<file path="src/rtl/fifo_write_arbiter.sv">
// Round-robin arbiter that shares one FIFO write port among NUM_REQ producers.
// A grant is held for bursts of up to BURST_LEN beats to keep packets from one source together.
module fifo_write_arbiter #(
  parameter  int DATA_WIDTH = 16,
  parameter  int ID_WIDTH   = 2,
  parameter  int BURST_LEN  = 4,
  localparam int NUM_REQ    = 1 << ID_WIDTH,
  localparam int CNT_W      = (BURST_LEN > 1) ? $clog2(BURST_LEN) : 1
) (
  input  logic                          clock_write,
  input  logic                          write_reset,
  input  logic [NUM_REQ-1:0]            req_valid,
  input  logic [NUM_REQ*DATA_WIDTH-1:0] req_data,
  output logic [NUM_REQ-1:0]            req_ready,
  input  logic                          full,
  output logic [DATA_WIDTH-1:0]         write_data,
  output logic                          write_enable,
  output logic [ID_WIDTH-1:0]           grant_id,
  output logic                          busy,
  output logic                          o_dbg_state,
  output logic [CNT_W-1:0]              o_dbg_beat_cnt
);

  // Handshake: word i moves into the FIFO in any cycle where req_valid[i] and
  // req_ready[i] are both high at the rising edge; ready never depends on the
  // other requesters' valid, and a requester may drop valid before ready.

  typedef enum logic {S_IDLE, S_GRANT} state_t;

  state_t              r_state, w_next_state;
  logic [ID_WIDTH-1:0] r_grant_id, w_next_grant;
  logic [ID_WIDTH-1:0] r_last_grant, w_next_last;
  logic [CNT_W-1:0]    r_beat_cnt, w_next_beat;

  logic                w_cur_valid;
  logic                w_xfer;
  logic                w_burst_end;
  logic                w_release;
  logic                w_any_valid;
  logic [ID_WIDTH-1:0] w_base;
  logic [ID_WIDTH-1:0] w_pick;

  // Scan base+1 .. base+NUM_REQ; base itself is checked last, so it wins only
  // when it is the sole valid requester.
  function automatic logic [ID_WIDTH-1:0] rr_pick(input logic [ID_WIDTH-1:0] base,
                                                  input logic [NUM_REQ-1:0]  valid);
    logic [ID_WIDTH-1:0] pick;
    logic [ID_WIDTH-1:0] idx;
    pick = base;
    for (int k = NUM_REQ; k >= 1; k--) begin
      idx = base + ID_WIDTH'(k);
      if (valid[idx]) pick = idx;
    end
    return pick;
  endfunction

  assign w_cur_valid = req_valid[r_grant_id];
  assign w_xfer      = (r_state == S_GRANT) & w_cur_valid & ~full;
  assign w_burst_end = w_xfer & (r_beat_cnt == CNT_W'(BURST_LEN - 1));
  assign w_release   = (r_state == S_GRANT) & (w_burst_end | ~w_cur_valid);
  assign w_any_valid = |req_valid;
  assign w_base      = (r_state == S_GRANT) ? r_grant_id : r_last_grant;
  assign w_pick      = rr_pick(w_base, req_valid);

  always_ff @(posedge clock_write) begin
    if (write_reset) begin
      r_state      <= S_IDLE;
      r_grant_id   <= '0;
      r_last_grant <= ID_WIDTH'(NUM_REQ - 1);
      r_beat_cnt   <= '0;
    end else begin
      r_state      <= w_next_state;
      r_grant_id   <= w_next_grant;
      r_last_grant <= w_next_last;
      r_beat_cnt   <= w_next_beat;
    end
  end

  always_comb begin
    w_next_state = r_state;
    w_next_grant = r_grant_id;
    w_next_last  = r_last_grant;
    w_next_beat  = r_beat_cnt;
    case (r_state)
      S_IDLE: begin
        if (w_any_valid) begin
          w_next_grant = w_pick;
          w_next_beat  = '0;
          w_next_state = S_GRANT;
        end
      end
      S_GRANT: begin
        if (w_xfer) w_next_beat = r_beat_cnt + CNT_W'(1);
        // Re-arbitrate in the same cycle so back-to-back grants have no bubble.
        if (w_release) begin
          w_next_last = r_grant_id;
          w_next_beat = '0;
          if (w_any_valid) w_next_grant = w_pick;
          else             w_next_state = S_IDLE;
        end
      end
      default: w_next_state = S_IDLE;
    endcase
  end

  assign write_enable   = w_xfer & ~write_reset;
  assign req_ready      = write_enable ? (NUM_REQ'(1) << r_grant_id) : '0;
  assign write_data     = ((r_state == S_GRANT) && !write_reset) ?
                          req_data[r_grant_id*DATA_WIDTH +: DATA_WIDTH] : '0;
  assign busy           = (r_state == S_GRANT) & ~write_reset;
  assign grant_id       = r_grant_id;
  assign o_dbg_state    = (r_state == S_GRANT);
  assign o_dbg_beat_cnt = r_beat_cnt;

endmodule

</file>
<file path="config.mk">
export PLATFORM = sky130hd
export DESIGN_NAME = fifo_write_arbiter
export DESIGN_NICKNAME = d
export VERILOG_FILES = /design/src/rtl/fifo_write_arbiter.sv
export SDC_FILE = /design/constraint.sdc
export NUM_CORES = 1
export LEC_CHECK = 0
export BUFFER_PORTS_ARGS = -buffer_cell sky130_fd_sc_hd__buf_2
export CAP_MARGIN = 25
export CORE_MARGIN = 4
export CORE_UTILIZATION = 36
export DETAILED_ROUTE_END_ITERATION = 6
export PLACE_DENSITY = 0.81
export REMOVE_ABC_BUFFERS = 1
export SLEW_MARGIN = 20
export SYNTH_ARGS = -nofsm -noshare
export SYNTH_HDL_FRONTEND = slang
export SYNTH_SLANG_ARGS = --single-unit
</file>
<file path="constraint.sdc">
create_clock -name clock_write -period 1.83 [get_ports clock_write]
set_input_delay 0.0915 -clock clock_write [delete_from_list [all_inputs] [get_ports clock_write]]
set_output_delay 0.0915 -clock clock_write [all_outputs]
set_load 0.1 [all_outputs]
</file>
# After elaboration in Yosys (flattened, before gate mapping)
# Index checks and enable logic that the tools add are counted.
dict set report totals {
  ff_bits 7
  inputBits 71
  out_inout_bits 27
}
dict set report op_classes {
  add_sub_neg 4
  order_cmp 4
  n_eq_ne 4
  shifts 2
  mux 24
  n_bitwise 11
  reduce_logical 5
}
# op count
set ops {}
lappend ops {{64-bit by 7-bit variable part select with 16-bit output} 1}
lappend ops {{2-bit 2-to-1 mux} 9}
lappend ops {{16-bit 2-to-1 mux} 1}
lappend ops {{2-bit by 3-bit less-than comparator with 1-bit output (second input constant)} 4}
lappend ops {{1-bit binary-select mux with 2-bit select} 4}
lappend ops {{2-bit one-hot mux with 2 select lines} 2}
lappend ops {{1-bit AND} 6}
lappend ops {{1-bit 2-to-1 mux} 6}
lappend ops {{2-bit by 1-bit adder with 2-bit output (second input constant)} 2}
lappend ops {{2-bit adder (second input constant)} 2}
lappend ops {{4-bit 2-to-1 mux} 1}
lappend ops {{1-bit NOT} 4}
lappend ops {{2-bit AND reduction} 2}
lappend ops {{4-bit OR reduction} 1}
lappend ops {{1-bit by 2-bit left shift with 4-bit output (first input constant)} 1}
lappend ops {{3-bit by 1-bit inequality test with 1-bit output (second input constant)} 1}
lappend ops {{2-bit equality test (second input constant)} 1}
lappend ops {{2-bit by 1-bit inequality test with 1-bit output (second input constant)} 1}
lappend ops {{2-bit inequality test (second input constant)} 1}
lappend ops {{1-bit one-hot mux with 2 select lines} 1}
lappend ops {{1-bit logical AND} 1}
lappend ops {{1-bit zero test} 1}
lappend ops {{1-bit OR} 1}

# Logic depth before layout (Yosys ltp)
dict set report logic_depth {
  word_depth 10
  mapped_depth 7
}

# Worst setup path after synthesis
# No wires, ideal clock.
dict set report synth_path {
  path_kind {register to output}
  start {register r_state (netlist: o_dbg_state)}
  end {output req_ready[1]}
  t_arrival_ps 3910
  setup_slack_ps -2172
  stages_incl_launch_ff 5
  path_cell_list {dfxtp_1 nand2b_1 nor2_1 nand2_1 nor3b_1}
}
dict set report synth_via {
  elab_chain_len 4
}
# element line_no
set synth_lines {}
lappend synth_lines {{start, declared} 30} ;# state_t r_state, w_next_state;
lappend synth_lines {{start signal, assigned} 72} ;# r_state <= w_next_state;
lappend synth_lines {{1-bit AND (2 in a row)} 58} ;# assign w_xfer = (r_state == S_GRANT) & w_cur_valid & ~full;
lappend synth_lines {{1-bit AND} 106} ;# assign write_enable = w_xfer & ~write_reset;
lappend synth_lines {{4-bit 2-to-1 mux} 107} ;# assign req_ready = write_enable ? (NUM_REQ'(1) << r_grant_id) : '0;
lappend synth_lines {{end, declared} 14} ;# output logic [NUM_REQ-1:0] req_ready,
# No other way between the ends.

# Worst setup path in the final report
dict set report layout_path {
  start {register r_grant_id[1] (netlist: grant_id[1])}
  end {output req_ready[3]}
}
dict set report layout_via {
  elab_chain_len 6
  elab_cells_between_ends 7
  classes_between {shift (1); mux (3); bitwise (3)}
}
# element line_no
set layout_lines {}
lappend layout_lines {{start, declared} 31} ;# logic [ID_WIDTH-1:0] r_grant_id, w_next_grant;
lappend layout_lines {{start signal, assigned} 73} ;# r_grant_id <= w_next_grant;
lappend layout_lines {{1-bit binary-select mux with 2-bit select} 57} ;# assign w_cur_valid = req_valid[r_grant_id];
lappend layout_lines {{1-bit 2-to-1 mux (not written as such)} 57}
lappend layout_lines {{1-bit AND (2 in a row)} 58}
lappend layout_lines {{1-bit AND} 106}
lappend layout_lines {{4-bit 2-to-1 mux *} 107}
# Mark *: on every way between the ends. The rest lies on a longest branch, timed or not. The select of a mux whose other input is x is not followed.

==> flow_summary.json <==
{
  "netlist-cell-type-count": 31,
  "die_area_um2": 3580,
  "tns_ns": 0,
  "synth_edf_count": 0,
  "dp_hpwl_um": 2980,
  "netlist_instances": 92,
  "syn2layout_area_growth_pct": 80.4,
  "max_freq_ghz": 0.556,
  "r2r-start": "grant_id[1]",
  "fin_ws_ns": 0.0330,
  "slew_violations": 0,
  "wirelength_um": 3460,
  "clk_pin_slew_worst_paths_ns": 0.06,
  "rsz0062_at_grt": "true",
  "final_util_pct": 69.2,
  "syn-cell-area_um2": 968,
  "cts_hold_buf": 0,
  "core_area_um2": 2520,
  "met3WireLength_um": 461,
  "outcome": "complete, no violations",
  "cp.required_ns": 1.74,
  "ctsRootBufferMaster": "clkbuf_4",
  "r2r_cells": 5,
  "seq_area_frac_synth_pct": 14.5,
  "cts_max_level": 1,
  "grt_pass1_wl_um": 5170,
  "period_minus_slack_ns": 1.80,
  "vias_per_cell": 5.34,
  "antenna_found_initial": 1,
  "max_stage_delay_ns": 0.55,
  "die_w_um": 59.9,
  "drc": 0,
  "slowest_stage": "mux4_2",
  "max-cap-violations": 0,
  "syn_area_per_cell_um2": 10.5,
  "endpoint_kind": "output pin",
  "drt_pass1_iterations": 4,
  "cts_tree": "yes",
  "nets": 266,
  "maxSlewHeadroom_pct": 67.7,
  "first_iter_violations": 31,
  "worst_ir_drop_vdd_uv": 566,
  "startpoint": "grant_id[1]",
  "ios": 98,
  "top_layer": "met5",
  "setup_viol": 0,
  "antenna_cells": 0,
  "ys_warn_count": 0,
  "path_cells": "mux4_2 -> nand2_4 -> inv_1 -> and3_4 -> buf_12",
  "ys.flop_type": "dfxtp_1",
  "die_h_um": 59.9,
  "dr_total_vias": 1190,
  "initial_core_util_pct": 38.4,
  "finalClockSkew_ns": 0.00205,
  "fill_cells": 205,
  "clock_sinks": 7,
  "ys_ff_latch": 7,
  "cp-start-kind": "register",
  "r2r_end": "r_last_grant[1]",
  "grt-ovfl-total": 0,
  "tightestPinTransition_ns": 0.488,
  "path_class": "register to output pin",
  "gp_congestion": 0.772,
  "place_area_um2": 1630,
  "dp_cells": 218,
  "synth-async-reset-ratio_pct": 0,
  "rows": 18,
  "ant_nets": 0,
  "fin_area_um2": 1750,
  "cts_buffers": 3,
  "p_leak_nw": 0.811,
  "clockBufferDepth": 2,
  "total_power_mw": 1.25,
  "drive_above_1_share_pct": 71.0,
  "wl_met2_um": 1820,
  "layout_common_cells": "buf_2, buf_4, mux4_2, nor2b_1, buf_12",
  "finalCritPeriodShare_pct": 98.2,
  "place_ws_ns": 0.149,
  "clock_latency_ns": 0.26,
  "grt_max_degree": 25,
  "r2r_slack_ns": 0.10,
  "crit_arrival_ns": 1.71,
  "final-hold-violation-count": 0,
  "holdCritPathClass": "input port to register",
  "stdcell_count": 223,
  "mostFrequentLayoutCell": "buf_2",
  "power_density_nw_per_um2": 713,
  "grt_pass1_vias": 1216,
  "wire_per_inst_um": 15.5,
  "met1_length_um": 1080,
  "track_usage_pct": 19.3,
  "holdWs_ns": 0.111,
  "numPortBuffers": 97,
  "crit_path_max_fanout": 4,
  "crit_end": "req_ready[3]"
}
-- layout make-up --
class | instances | area [µm²] | area share (%)
clock buffer | 4 | 26.3 | 1.50
timing repair buffer | 105 | 733 | 42.0
inverter | 4 | 15.0 | 0.860
tap | 30 | 37.5 | 2.15
sequential | 7 | 144 | 8.24
multi-input combinational | 73 | 791 | 45.3
-- logic make-up after synthesis --
logic type	count (synthesis)	synth area share [%]
AO/OA/AOI/OAI	14	14.3
adder cells (fa/ha/maj)	1	1.29
buffers and inverters	12	5.94
flip-flops	7	14.5
multiplexers	19	41.7
AND/OR/NAND/NOR	39	22.2
-- cells in the mapped netlist, types with 2 or more instances --
cell | number | area share [%]
a211o_1 | 2 | 1.8
buf_2 | 4 | 2.1
clkbuf_1 | 3 | 1.2
dfxtp_1 | 7 | 14
inv_1 | 4 | 1.5
mux4_2 | 17 | 40
nand2_1 | 3 | 1.2
nand2b_1 | 3 | 1.9
nor2_1 | 8 | 3.1
nor2b_1 | 17 | 11
nor3_1 | 3 | 1.5
nor3b_1 | 2 | 1.5
-- worst max-delay path, delay by kind of cell, from the launching register on --
family                 cells  cell delay [ns]
muxes                      1             0.55
DFF                        1             0.34
and+or+nand+nor            2             0.31
buffers and inverters      2             0.24
-- registers in the layout (all words and copies together), names as in the netlist --
register	cells
o_dbg_state	1
r_last_grant	2
o_dbg_beat_cnt	2
grant_id	2
-- where the power goes --
group	leakage (nW)	internal [mW]	switching (mW)
Combinational	0.737	0.377	0.527
Clock	0.0150	0.0839	0.0680
Sequential	0.0584	0.172	0.0175
-- how the worst min path moves through the flow --
stage | from | end | slack, ns | cells after the start
6_report | write_reset | grant_id[1] | 0.11 | 2
5_1_grt | write_reset | grant_id[1] | 0.14 | 2
4_1_cts | write_reset | grant_id[0] | 0.10 | 2
3_5_place_dp | write_reset | grant_id[1] | 0.39 | 2
3_3_place_gp | write_reset | grant_id[1] | 0.38 | 2
2_1_floorplan | write_reset | grant_id[1] | 0.16 | 1
-- timing repair --
item / CTS / global route
setup endpoints to repair: 20 / 4
resized for setup: 19 / 9
setup buffers: 1 / 0
-- per-layer routing --
metal / up-vias / track usage (%)
li1: 558 / -
met1: 550 / 18.0
met2: 71 / 37.7
met3: 9 / 6.48
met4: 2 / 7.59
met5: - / 0
Note: power is estimated with default switching activity, not from simulation.
